===== config.mk =====
export PLATFORM = sky130hd
export DESIGN_NAME = io_cycle_gen
export DESIGN_NICKNAME = d
export VERILOG_FILES = /design/src/rtl/io_cycle_gen_pkg.sv /design/src/rtl/tstate_timer.sv /design/src/rtl/io_cycle_gen.sv
export SDC_FILE = /design/constraint.sdc
export NUM_CORES = 1
export LEC_CHECK = 0
export CAP_MARGIN = 0
export CORE_ASPECT_RATIO = 1.75
export CORE_MARGIN = 2
export CORE_UTILIZATION = 40
export CTS_BUF_LIST = sky130_fd_sc_hd__clkbuf_16
export CTS_CLUSTER_SIZE = 28
export DETAILED_ROUTE_END_ITERATION = 16
export PLACE_DENSITY_LB_ADDON = 0.12
export SKIP_LAST_GASP = 1
export SYNTH_ARGS = -nofsm -noshare
export SYNTH_HDL_FRONTEND = slang
export SYNTH_SLANG_ARGS = --single-unit

===== constraint.sdc =====
create_clock -name clk28 -period 2.7 [get_ports clk28]
set_clock_uncertainty 0.15 [all_clocks]
set_input_delay 0.54 -clock clk28 [delete_from_list [all_inputs] [get_ports clk28]]
set_output_delay 0.54 -clock clk28 [all_outputs]
set_load 0.02 [all_outputs]

===== src/rtl/io_cycle_gen_pkg.sv =====
// Shared types and default timing constants for the Z80-style I/O cycle generator.
package common;

  localparam int unsigned DEFAULT_TDIV     = 8;
  localparam int unsigned DEFAULT_WAIT_MAX = 255;

  typedef enum logic [2:0] {
    IDLE = 3'd0,
    T1   = 3'd1,
    T2   = 3'd2,
    TW   = 3'd3,
    T3   = 3'd4
  } io_state_t;

endpackage


===== src/rtl/tstate_timer.sv =====
// T-state divider: counts TDIV clk28 cycles per T-state, restartable on state entry.
module tstate_timer #(
  parameter int unsigned TDIV = 8
) (
  input  logic clk28,
  input  logic rst,
  input  logic restart,
  output logic last_tick
);

  localparam int unsigned CW = $clog2(TDIV);

  logic [CW-1:0] tick;

  assign last_tick = (tick == CW'(TDIV - 1));

  always_ff @(posedge clk28) begin
    if (rst || restart || last_tick) begin
      tick <= '0;
    end else begin
      tick <= tick + 1'b1;
    end
  end

endmodule


===== src/rtl/io_cycle_gen.sv =====
// Z80-style port I/O bus cycle generator: T1, T2, automatic TW (+ responder waits), T3.
module io_cycle_gen
  import common::*;
#(
  parameter int unsigned TDIV     = DEFAULT_TDIV,
  parameter int unsigned WAIT_MAX = DEFAULT_WAIT_MAX
) (
  input  logic        clk28,
  input  logic        rst,
  input  logic        req,
  input  logic        req_wr,
  input  logic [15:0] req_addr,
  input  logic [7:0]  req_wdata,
  output logic        busy,
  output logic        ack,
  output logic        err,
  output logic [7:0]  rdata,
  output logic [15:0] bus_a,
  output logic [7:0]  bus_d,
  output logic        bus_d_oe,
  output logic        bus_ioreq,
  output logic        bus_rd,
  output logic        bus_wr,
  input  logic        bus_wait,
  input  logic [7:0]  resp_d,
  input  logic        resp_d_active
);

  localparam int unsigned WW = $clog2(WAIT_MAX + 1);

  io_state_t     state, state_next;
  logic          last_tick;
  logic          restart;
  logic          wr_q;
  logic          err_q;
  logic [WW-1:0] wait_cnt;
  logic          tw_end;
  logic          abort;

  tstate_timer #(
    .TDIV (TDIV)
  ) u_timer (
    .clk28     (clk28),
    .rst       (rst),
    .restart   (restart),
    .last_tick (last_tick)
  );

  assign tw_end = (state == TW) && last_tick;
  assign abort  = tw_end && bus_wait && (wait_cnt == WW'(WAIT_MAX - 1));

  always_comb begin
    state_next = state;
    unique case (state)
      IDLE:    if (req)       state_next = T1;
      T1:      if (last_tick) state_next = T2;
      T2:      if (last_tick) state_next = TW;
      TW:      if (last_tick && (!bus_wait || abort)) state_next = T3;
      T3:      if (last_tick) state_next = IDLE;
      default:                state_next = IDLE;
    endcase
  end

  // Idle holds the divider at zero so T1 always starts on a fresh T-state boundary.
  always_comb begin
    restart = (state == IDLE) || (state_next != state) || tw_end;
  end

  always_ff @(posedge clk28) begin
    if (rst) begin
      state    <= IDLE;
      wr_q     <= 1'b0;
      err_q    <= 1'b0;
      wait_cnt <= '0;
      rdata    <= '1;
      bus_a    <= '0;
      bus_d    <= '0;
    end else begin
      state <= state_next;
      if (state == IDLE && req) begin
        wr_q     <= req_wr;
        bus_a    <= req_addr;
        bus_d    <= req_wdata;
        err_q    <= 1'b0;
        wait_cnt <= '0;
      end
      if (abort) begin
        rdata <= '1;
        err_q <= 1'b1;
      end else if (tw_end && bus_wait) begin
        wait_cnt <= wait_cnt + 1'b1;
      end else if (tw_end && !wr_q) begin
        rdata <= resp_d_active ? resp_d : 8'hFF;
      end
    end
  end

  always_comb begin
    busy      = (state != IDLE);
    bus_ioreq = (state == T2) || (state == TW);
    bus_rd    = bus_ioreq && !wr_q;
    bus_wr    = bus_ioreq && wr_q;
    bus_d_oe  = wr_q && (state != IDLE);
    ack       = (state == T3) && last_tick && !rst;
    err       = ack && err_q;
  end

endmodule


* Word-level counts from Yosys, hierarchy flattened
Index checks and enable logic that the tools add are counted.
** Word-level totals
- Register bits :: 48
- Word-level logic and storage cells :: 56
** Operators by class
- $add $sub $neg :: 2
- Eq/ne operators :: 7
- Multiplexer cells :: 12
- Bitwise gates (word level) :: 1
- Reductions and logical operators :: 26
** Operator list (count)
- $mux W8 :: 4
- $mux W3 :: 5
- $pmux W3 S5 :: 1
- $logic_and A1 B1 Y1 :: 12
- $add A8 B1 Y8 const B :: 1
- $eq A8 B8 Y1 const B :: 1
- $eq A3 B2 Y1 const B :: 2
- $eq A3 B3 Y1 const B :: 2
- $logic_or A1 B1 Y1 :: 6
- $add A3 B1 Y3 const B :: 1
- $eq A3 B1 Y1 const B :: 1
- $logic_not A1 Y1 :: 3
- $logic_not A3 Y1 :: 1
- $ne A3 B3 Y1 :: 1
- $reduce_bool A3 Y1 :: 1
- $mux W1 :: 2
- $reduce_and A2 Y1 :: 1
- $reduce_bool A2 Y1 :: 1
- $reduce_or A2 Y1 :: 1
- $not A1 Y1 :: 1

* Logic depth before layout (Yosys ltp)
Gate-level depths: netlist of run 1.
- Depth after elaboration :: 13
- Depth in mapped cells :: 7
- Gate-level depth less buffers :: 6

* Cells and area by module
A second synthesis of run 1 with hierarchy kept.
** Second synthesis, totals
- Cells, all modules :: 241
- Area, all modules :: 2037.0 µm²
** By module, submodules not included
- io_cycle_gen :: times used 1, cells each 233, area an instance 1928.1 µm², sequential area each 900.9 µm²
- tstate_timer :: times used 1, cells each 8, area an instance 108.9 µm², sequential area each 60.1 µm²

* Worst setup path before layout of run 1
OpenSTA, ideal clock, no wires.
- Path type :: input to output
- Start point :: input rst
- End point :: output err
- Arrival time :: 1.640 ns
- Required time :: 2.010 ns
- Path slack :: 0.370 ns
- Stages on the path :: 3
- Path buffers :: 1
- Path through :: clkbuf_1 nor3b_1 and2_1
** On the way
- Word-level cells in the longest chain between the ends :: 3
** Ends and longest elaborated chain
- start, declared :: RTL line io_cycle_gen.sv:9 : input logic rst,
- $logic_not A1 Y1 :: RTL line io_cycle_gen.sv:104 : ack = (state == T3) && last_tick && !rst;
- $logic_and A1 B1 Y1 :: RTL line io_cycle_gen.sv:104
- via ack :: RTL line io_cycle_gen.sv:15 : output logic ack,
- $logic_and A1 B1 Y1 :: RTL line io_cycle_gen.sv:105 : err = ack && err_q;
- end, declared :: RTL line io_cycle_gen.sv:16 : output logic err,
The timed path passes the listed nets, and every way through them passes these cells.

* Final worst setup path of run 1
- Start point :: register state[2]
- End point :: output bus_d_oe
** On the way
- Word-level cells in the longest chain between the ends :: 2
** Ends and longest elaborated chain
- start, declared :: RTL line io_cycle_gen.sv:31 : io_state_t state, state_next;
- start signal, assigned :: RTL line io_cycle_gen.sv:79 : state <= state_next;
- $reduce_bool A3 Y1 :: RTL line io_cycle_gen.sv:103 : bus_d_oe = wr_q && (state != IDLE);
- $logic_and A1 B1 Y1 :: RTL line io_cycle_gen.sv:103
- end, declared :: RTL line io_cycle_gen.sv:20 : output logic bus_d_oe,
No other way between the ends.

==> results of run 1 <==
synthesized netlist by cell type (4+ instances only):
master	count	area share
nand2_1	57	0.11
dfxtp_1	48	0.48
a21oi_1	28	0.070
nor2_1	24	0.045
nor3b_1	9	0.034
o21ai_1	8	0.020
clkbuf_1	6	0.011
and2_1	5	0.016
and3_1	5	0.016
inv_1	5	0.0094
ha_1	4	0.025
nand3_1	4	0.010
nand4_1	4	0.012
o21ai_0	4	0.010
registers in the layout (all words and copies together), names as in the netlist:
| signal | count |
|---|---|
| wait_cnt | 8 |
| bus_a | 16 |
| rdata | 8 |
| state | 3 |
| err_q | 1 |
| u_timer.tick | 3 |
| bus_d | 8 |
| wr_q | 1 |
stage by stage:
stage                     utilization  TNS (ps)  hold WS, ps  instances  total power [mW]
final                          0.6031         0        269.4        374             1.527
after global routing           0.6031         0        288.4        374             1.590
after CTS                      0.6020         0        271.4        374             1.547
after detailed placement       0.5734    -161.2        262.8        366            0.9671
after global placement         0.5734    -152.8        256.1        366            0.9657
after floorplan                     -         0        249.2        245            0.8523
power groups by stage:
stage          clock network [mW]  registers, mW  logic [mW]
3_5_place_dp                    0          0.761       0.206
4_1_cts                     0.594          0.746       0.207
2_1_floorplan                   0          0.785      0.0670
6_report                    0.578          0.746       0.204
3_3_place_gp                    0          0.761       0.205
5_1_grt                     0.621          0.748       0.221
metal layers:
layer  wire, um  GRT usage
met2       2498     0.3033
met3        269    0.04128
met4         70    0.07513
met1       1918     0.2000
met5          0          0
repair_timing:
item	CTS	global route
hold buffers	0	0
endpoints found under the setup margin	2	1
resized for setup	2	2
final timing paths:
check / end / start / cells after the start
max: bus_d_oe / state[2] / 3
min: u_timer.tick[0] / u_timer.tick[0] / 1
max reg2reg: rdata[2] / u_timer.tick[0] / 6
min reg2reg: u_timer.tick[0] / u_timer.tick[0] / 1
critical path, cell delays in order, from the launching register on:
cell and delay, ps:
dfxtp_1 380, or3_1 490, and2_1 200, clkdlybuf4s50_1 550
cells by family after synthesis:
group / Yosys count / synth area share
and+or+nand+nor: 121 / 0.2895
AOI/OAI and AO/OA: 50 / 0.1391
DFF: 48 / 0.4791
buffers and inverters: 17 / 0.04117
muxes: 4 / 0.02183
adders and majority gates: 4 / 0.02495
xor gates and xnor gates: 1 / 0.004368
cell type report:
type,instances,area (um2)
clock inverter,3,11.26
inverter,5,18.77
multi-input combinational,180,969.7
fill,448,1942
clock buffer,5,125.1
sequential,48,960.9
timing repair buffer,79,797.0
tap,54,67.56
==> qor.csv, run 1 <==
stage,metric,value,unit
synth,ys_types,39,
worst_setup_path,reg2reg_slack,590,ps
sta,maxSlewViolCount,0,
clock_tree,postCtsSetupRepairBufs,0,
worst_setup_path,end_kind,primary output,
final_layout,n_antenna_cell,0,
power,swShare,0.2316,
worst_setup_path,arrival,1900,ps
power,ir_worst_vdd,0.0005384,V
sta,worst_slew_pin_slew,546.6,ps
synth,synth-seq-cells,48,
final_layout,drive_gt1_frac,0.05000,
power,p_seq_frac,0.488,
power,powerDensity,517.7,nW/um2
detailed_routing,vias_per_cell,4.995,
worst_setup_path,cp.required,2010,ps
placement,gp_congestion,0.7855,
run,cap_violations,0,
clock_tree,cts_tree,yes,
placement,port-buffer-count,76,
synth,synth_edf_count,0,
sta,rsz0062_at_grt,no,
clock_tree,clk_pin_slew,60,ps
final_layout,layout_common_cells,"clkdlybuf4s50_1 (74), nand2_1 (57), dfxtp_1 (48)",
sta,layout_min_cycle_time,2594,ps
detailed_routing,drt_iter0_drc,32,
power,power.switching,353.7,uW
detailed_routing,postRouteAntennaNets,0,
global_routing,grt_pass1_wl,7914,um
sta,fin_ws,106.4,ps
floorplanning,die_area,5619,um2
global_routing,antenna_found_initial,0,
floorplanning,start_util,0.4100,
clock_tree,clock_sinks,48,
final_layout,syn2layout_area_growth,47.10,%
floorplanning,die_w,57.53,um
placement,dpl.hpwl,3393,um
global_routing,grt_overflow,0,
worst_setup_path,cp_max_fo,9,
placement,post-place-ws,-85.81,ps
sta,relSlewSlack,0.6336,
floorplanning,pin_count,77,
detailed_routing,routed_wl,4756,um
synth,syn_inst,245,
hold_path,min_path_type,flop to flop,
sta,finalHoldViolations,0,
power,comb_power_share,0.133,
final_layout,final_common_cell,clkdlybuf4s50_1,
sta,period_share,0.9606,
detailed_routing,drt-wirelength-per-cell,12.72,um
synth,async_flop_share,0,
sta,setup_viol,0,
power,p_leak,1.144,nW
detailed_routing,drc,0,
final_layout,fin_nets,361,
power,power.internal,1.174,mW
status,status,"complete, no violations",
clock_tree,clockRootBuffer,clkbuf_16,
final_layout,fin_area,2950,um2
synth,netlist_area,2006,um2
global_routing,grt_use_total,0.1759,
synth,synth_nets,287,
global_routing,grt_max_degree,37,
synth,synth_flop_cell,dfxtp_1,
detailed_routing,num_vias,1868,
floorplanning,die_height,97.68,um
sta,fmax,385.6,MHz
clock_tree,clkLatencyLatePin,280,ps
placement,placed_area,2805,um2
global_routing,grt_pass1_vias,1718,
detailed_routing,first_pass_iters,4,
synth,yosysSeqAreaShare,0.4791,
synth,yosysWarnings,0,
synth,synth_area_per_cell,8.186,um2
clock_tree,h-tree-depth,2,
power,clock_power_share,0.378,
worst_setup_path,worstSetupPathType,flop to primary output,
floorplanning,rows,34,
clock_tree,cts_made_buffers,5,
clock_tree,clockBufferDepth,2,
floorplanning,coreArea,4892,um2
worst_setup_path,start_kind,flop,
Power figures use the tool's default switching activity.
==> inputs of run 2 (changes only) <==
- CORE_UTILIZATION: 40 -> 35
- clock period: 2.7 -> 3.1 ns (I/O delays scaled with it)
==> qor.csv, run 2 (synthesized netlist as in run 1, its figures left out) <==
stage,metric,value,unit
final_layout,top_register,bus_a,
clock_tree,clkLatencyLatePin,280,ps
clock_tree,clockBufferDepth,2,
worst_setup_path,path_cells,clkdlybuf4s50_1 > nor3b_1 > and2_1 > clkdlybuf4s50_1,
final_layout,fin_area,2980,um2
clock_tree,cts_made_buffers,5,
hold_path,min_path_type,flop to flop,
global_routing,grt_use_total,0.1658,
global_routing,grt_pass1_vias,1908,
floorplanning,coreArea,5540,um2
placement,dpl.hpwl,3588,um
placement,placed_area,2813,um2
detailed_routing,drt_iter0_drc,32,
floorplanning,pin_count,77,
worst_setup_path,arrival,2130,ps
worst_setup_path,path_delay_family,buffers and inverters,
placement,gp_congestion,0.7221,
placement,port-buffer-count,76,
power,powerDensity,479.1,nW/um2
worst_setup_path,r2r_end,rdata[6],
worst_setup_path,end_kind,primary output,
sta,relSlewSlack,0.6166,
global_routing,grt_overflow,0,
worst_setup_path,worst-path-stages,4,
worst_setup_path,cp_num_buf_inv,2,
clock_tree,clk_pin_slew,60,ps
sta,fin_tns_setup,0,ps
clock_tree,h-tree-depth,2,
final_layout,layout_common_cells,"clkdlybuf4s50_1 (76), nand2_1 (57), dfxtp_1 (48)",
worst_setup_path,start_kind,input pin,
floorplanning,die_height,104.1,um
clock_tree,postCtsSetupRepairBufs,0,
floorplanning,rows,36,
detailed_routing,drt-wirelength-per-cell,12.33,um
sta,maxSlewViolCount,0,
final_layout,final_common_cell,clkdlybuf4s50_1,
detailed_routing,postRouteAntennaNets,0,
detailed_routing,first_pass_iters,4,
clock_tree,clock_sinks,48,
power,ir_worst_vdd,0.0003884,V
worst_setup_path,endpoint,err,
run,cap_violations,0,
worst_setup_path,cp.required,2330,ps
detailed_routing,vias_per_cell,4.884,
sta,rsz0062_at_grt,no,
worst_setup_path,max_stage_delay,590,ps
floorplanning,die_w,61.23,um
worst_setup_path,crit_top_cell,clkdlybuf4s50_1,
worst_setup_path,reg2reg_slack,880,ps
final_layout,drive_gt1_frac,0.05016,
worst_setup_path,r2r-start,u_timer.tick[0],
sta,fmax,344.6,MHz
worst_setup_path,cp_max_fo,2,
global_routing,grt_pass1_wl,8280,um
sta,setup_viol,0,
detailed_routing,num_vias,1929,
global_routing,grt_max_degree,37,
final_layout,fin_nets,360,
floorplanning,die_area,6376,um2
power,p_leak,1.119,nW
placement,post-place-ws,178.9,ps
clock_tree,cts-resized-gates,0,
final_layout,n_antenna_cell,0,
detailed_routing,routed_wl,4871,um
global_routing,antenna_found_initial,0,
worst_setup_path,critPathSlowestCell,clkdlybuf4s50_1,
status,status,"complete, no violations",
sta,fin_ws,197.8,ps
floorplanning,start_util,0.3620,
clock_tree,holdBufCountCts,0,
detailed_routing,drc,0,
clock_tree,cts_tree,yes,
sta,period_share,0.9362,
clock_tree,clockRootBuffer,clkbuf_16,
worst_setup_path,worstSetupPathType,input pin to primary output,
sta,worst_slew_pin_slew,575.1,ps
final_layout,largest_reg_flops,16,
sta,layout_min_cycle_time,2902,ps
worst_setup_path,reg2reg_depth,6,
final_layout,finalCoreUtilization,0.5379,
final_layout,syn2layout_area_growth,48.60,%
sta,finalHoldViolations,0,
worst_setup_path,startpoint,rst,
==> run 2: worst min path at each step <==
stage / start / endpoint / cells after the start / slack, ps
final: u_timer.tick[0] / u_timer.tick[0] / 1 / 280
after CTS: u_timer.tick[0] / u_timer.tick[0] / 1 / 280
after floorplan: u_timer.tick[0] / u_timer.tick[0] / 1 / 250
after detailed placement: u_timer.tick[0] / u_timer.tick[0] / 1 / 270
after global routing: u_timer.tick[0] / u_timer.tick[0] / 1 / 330
after global placement: u_timer.tick[0] / u_timer.tick[0] / 1 / 260
==> run 2: metal layers <==
metal | track usage | vias to the layer above | part of all wire
met2 | 0.3017 | 60 | 0.52
met1 | 0.1680 | 885 | 0.39
met5 | 0 | - | 0
li1 | - | 975 | -
met3 | 0.04851 | 9 | 0.063
met4 | 0.05745 | 0 | 0.021
==> run 2: layout make-up <==
type	count	area (um2)
timing repair buffer	78	775.7
clock inverter	3	42.54
sequential	48	960.9
clock buffer	5	125.1
fill	572	2560
inverter	5	18.77
multi-input combinational	180	962.2
tap	76	95.09
==> run 2: per-stage QoR <==
step	hold slack, ps	power (mW)	instances
finish	279.4	1.428	395
global route	327.3	1.486	395
CTS	280.0	1.451	395
detailed placement	269.8	0.8409	387
global placement	259.3	0.8397	387
floorplan	249.2	0.7423	245
==> run 2: worst register-to-register path: stages, from the launching register on <==
cell and delay, ps:
dfxtp_1 310, ha_1 200, ha_1 260, and4b_1 290, and2_1 230, a21oi_1 500
o21ai_1 140
==> run 2: power by group <==
part / internal [mW] / total, mW / switching (mW)
registers: 0.637 / 0.649 / 0.0120
logic: 0.0921 / 0.175 / 0.0832
clock network: 0.379 / 0.603 / 0.225
total: 1.11 / 1.43 / 0.320
==> inputs of run 3 (changes only) <==
- ABC_AREA: unset -> 1
==> qor.csv, run 3 <==
stage,metric,value,unit
hold_path,hold-path-endpoint,u_timer.tick[0],
floorplanning,coreArea,5833,um2
global_routing,grt_pass1_vias,1872,
worst_setup_path,worstSetupPathType,flop to primary output,
status,status,"complete, no violations",
synth,yosysSeqAreaShare,0.4558,
synth,yosysTopAreaCell,dfxtp_1,
clock_tree,holdBufCountCts,0,
final_layout,regArea,960.9,um2
worst_setup_path,cp_num_buf_inv,1,
power,ir_worst_vdd,0.0002309,V
worst_setup_path,crit_top_cell,ha_1,
placement,placed_area,2883,um2
detailed_routing,drc,0,
synth,yosysMostFrequentCell,nand2_1,
final_layout,largest_reg_flops,16,
clock_tree,clockRootBuffer,clkbuf_16,
synth,synth-seq-cells,48,
clock_tree,cts_tree,yes,
floorplanning,die_w,62.67,um
synth,netlist_area,2108,um2
sta,rsz0062_at_grt,no,
power,p_seq_frac,0.480,
sta,fin_tns_setup,0,ps
hold_path,hold_depth,1,
sta,hold_slack,275.5,ps
global_routing,grt_use_total,0.1620,
detailed_routing,num_vias,1943,
synth,netlist.area_leader.share,0.4558,
sta,layout_min_cycle_time,2863,ps
sta,maxSlewViolCount,0,
final_layout,finalCoreUtilization,0.5178,
floorplanning,die_height,106.7,um
synth,synth_area_per_cell,7.808,um2
power,clock_power_share,0.379,
clock_tree,clk_pin_slew,60,ps
sta,finalHoldViolations,0,
power,powerDensity,451.0,nW/um2
sta,fmax,349.3,MHz
final_layout,final_common_cell,clkdlybuf4s50_1,
worst_setup_path,cp.required,2330,ps
worst_setup_path,reg2reg_slack,1120,ps
final_layout,n_antenna_cell,0,
clock_tree,cts-resized-gates,0,
worst_setup_path,r2r-start,u_timer.tick[0],
floorplanning,pin_count,77,
worst_setup_path,startpoint,u_timer.tick[0],
worst_setup_path,path_delay_family,buffers and inverters,
synth,syn_inst,270,
final_layout,layout_common_cells,"clkdlybuf4s50_1 (76), nand2_1 (72), dfxtp_1 (48)",
placement,port-buffer-count,76,
global_routing,antenna_found_initial,0,
power,power.internal,1.029,mW
final_layout,top_register,bus_a,
placement,gp_congestion,0.8073,
final_layout,drive_gt1_frac,0.07289,
final_layout,fin_area,3020,um2
detailed_routing,first_pass_iters,4,
floorplanning,start_util,0.3614,
power,swShare,0.2444,
synth,async_flop_share,0,
worst_setup_path,cp_max_fo,7,
worst_setup_path,start_kind,flop,
final_layout,fillerInstances,602,
detailed_routing,routed_wl,5148,um
worst_setup_path,path_cells,ha_1 > ha_1 > nand3_1 > nor3b_1 > clkdlybuf4s50_1,
sta,period_share,0.9235,
power,comb_power_share,0.141,
worst_setup_path,arrival,2090,ps
synth,ys_top_cells_by_area,"dfxtp_1 (46%), nand2_1 (13%), a21oi_1 (7.4%)",
sta,setup_viol,0,
worst_setup_path,max_stage_delay,640,ps
sta,worst_slew_pin_slew,526.8,ps
global_routing,grt_max_degree,34,
synth,synth_flop_cell,dfxtp_1,
detailed_routing,drt-wirelength-per-cell,12.23,um
clock_tree,postCtsSetupRepairBufs,0,
worst_setup_path,critPathSlowestCell,clkdlybuf4s50_1,
final_layout,syn2layout_area_growth,43.26,%
power,power.switching,332.9,uW
clock_tree,h-tree-depth,2,
worst_setup_path,end_kind,primary output,
synth,yosysWarnings,0,
floorplanning,rows,37,
synth,ys_types,36,
power,p_leak,1.178,nW
clock_tree,clkLatencyLatePin,290,ps
run,cap_violations,0,
floorplanning,die_area,6685,um2
global_routing,grt_overflow,0,
final_layout,fin_nets,385,
sta,relSlewSlack,0.6476,
hold_path,min_path_type,flop to flop,
hold_path,hold_start,u_timer.tick[0],
worst_setup_path,r2r_end,rdata[5],
detailed_routing,vias_per_cell,4.615,
final_layout,multi_input_area,933.4,um2
clock_tree,clock_sinks,48,
placement,dpl.hpwl,3718,um
clock_tree,cts_made_buffers,5,
synth,synth_nets,312,
global_routing,grt_pass1_wl,8673,um
synth,yosys-top-cells-count,"nand2_1 (72), dfxtp_1 (48), a21oi_1 (31)",
detailed_routing,drt_iter0_drc,72,
worst_setup_path,reg2reg_depth,6,
detailed_routing,postRouteAntennaNets,0,
clock_tree,clockBufferDepth,2,
synth,synth_edf_count,0,
==> run 3: cell count changes after synthesis, moves of 4 or more <==
cell,delta
o21ai_0,+7
nor3_1,+4
o21ai_1,-6
inv_1,+22
and3_1,-5
nand2_1,+15
and2_1,-5
nor3b_1,-7
nor2_1,-6
o211ai_1,+7
==> run 3: area by class of cell <==
cell class              instances  share of cell area
multi-input cells             180              0.3090
inverters                      31             0.04060
clock buffers                   5             0.04142
repair buffers                 77              0.2543
clock inverters                 2            0.004142
well taps                      78             0.03231
flip-flops and latches         48              0.3181
==> run 3: how the worst max path moves through the flow <==
| stage | end | cells past startpoint |
|---|---|---|
| after floorplan | err | 4 |
| after global placement | err | 3 |
| after detailed placement | err | 3 |
| after CTS | err | 5 |
| after global routing | err | 5 |
| final | err | 5 |
==> run 3: kinds of logic (layout without fill, tap and decap cells) <==
family / after synthesis / in the layout / synth area share
AND/OR/NAND/NOR: 115 / 115 / 0.2504
AO/OA/AOI/OAI: 60 / 60 / 0.1644
flip-flops: 48 / 48 / 0.4558
buffers and inverters: 42 / 115 / 0.1015
adder cells (fa/ha/maj): 4 / 4 / 0.02374
XOR/XNOR: 1 / 1 / 0.004155
==> run 3: layer usage <==
layer | share of wire | wire, um | track usage | up-vias
met4 | 0.029 | 150 | 0.09048 | 0
met2 | 0.52 | 2699 | 0.2934 | 51
met5 | 0 | 0 | 0 | -
met3 | 0.039 | 203 | 0.02623 | 12
li1 | - | - | - | 1020
met1 | 0.41 | 2096 | 0.1771 | 860
==> run 3: stage by stage <==
step                total power, mW  cells  setup WS [ps]
global placement             0.8617    414          445.8
detailed placement           0.8631    414          405.0
floorplan                    0.7655    270          938.9
global route                  1.425    421          125.5
CTS                           1.383    421          192.3
finish                        1.362    421          237.2
==> run 3: power by group through the flow <==
stage	clock network (mW)	logic, mW	registers, mW
2_1_floorplan	0	0.0733	0.692
3_3_place_gp	0	0.194	0.667
3_5_place_dp	0	0.195	0.668
4_1_cts	0.533	0.196	0.654
5_1_grt	0.559	0.209	0.657
6_report	0.516	0.192	0.654
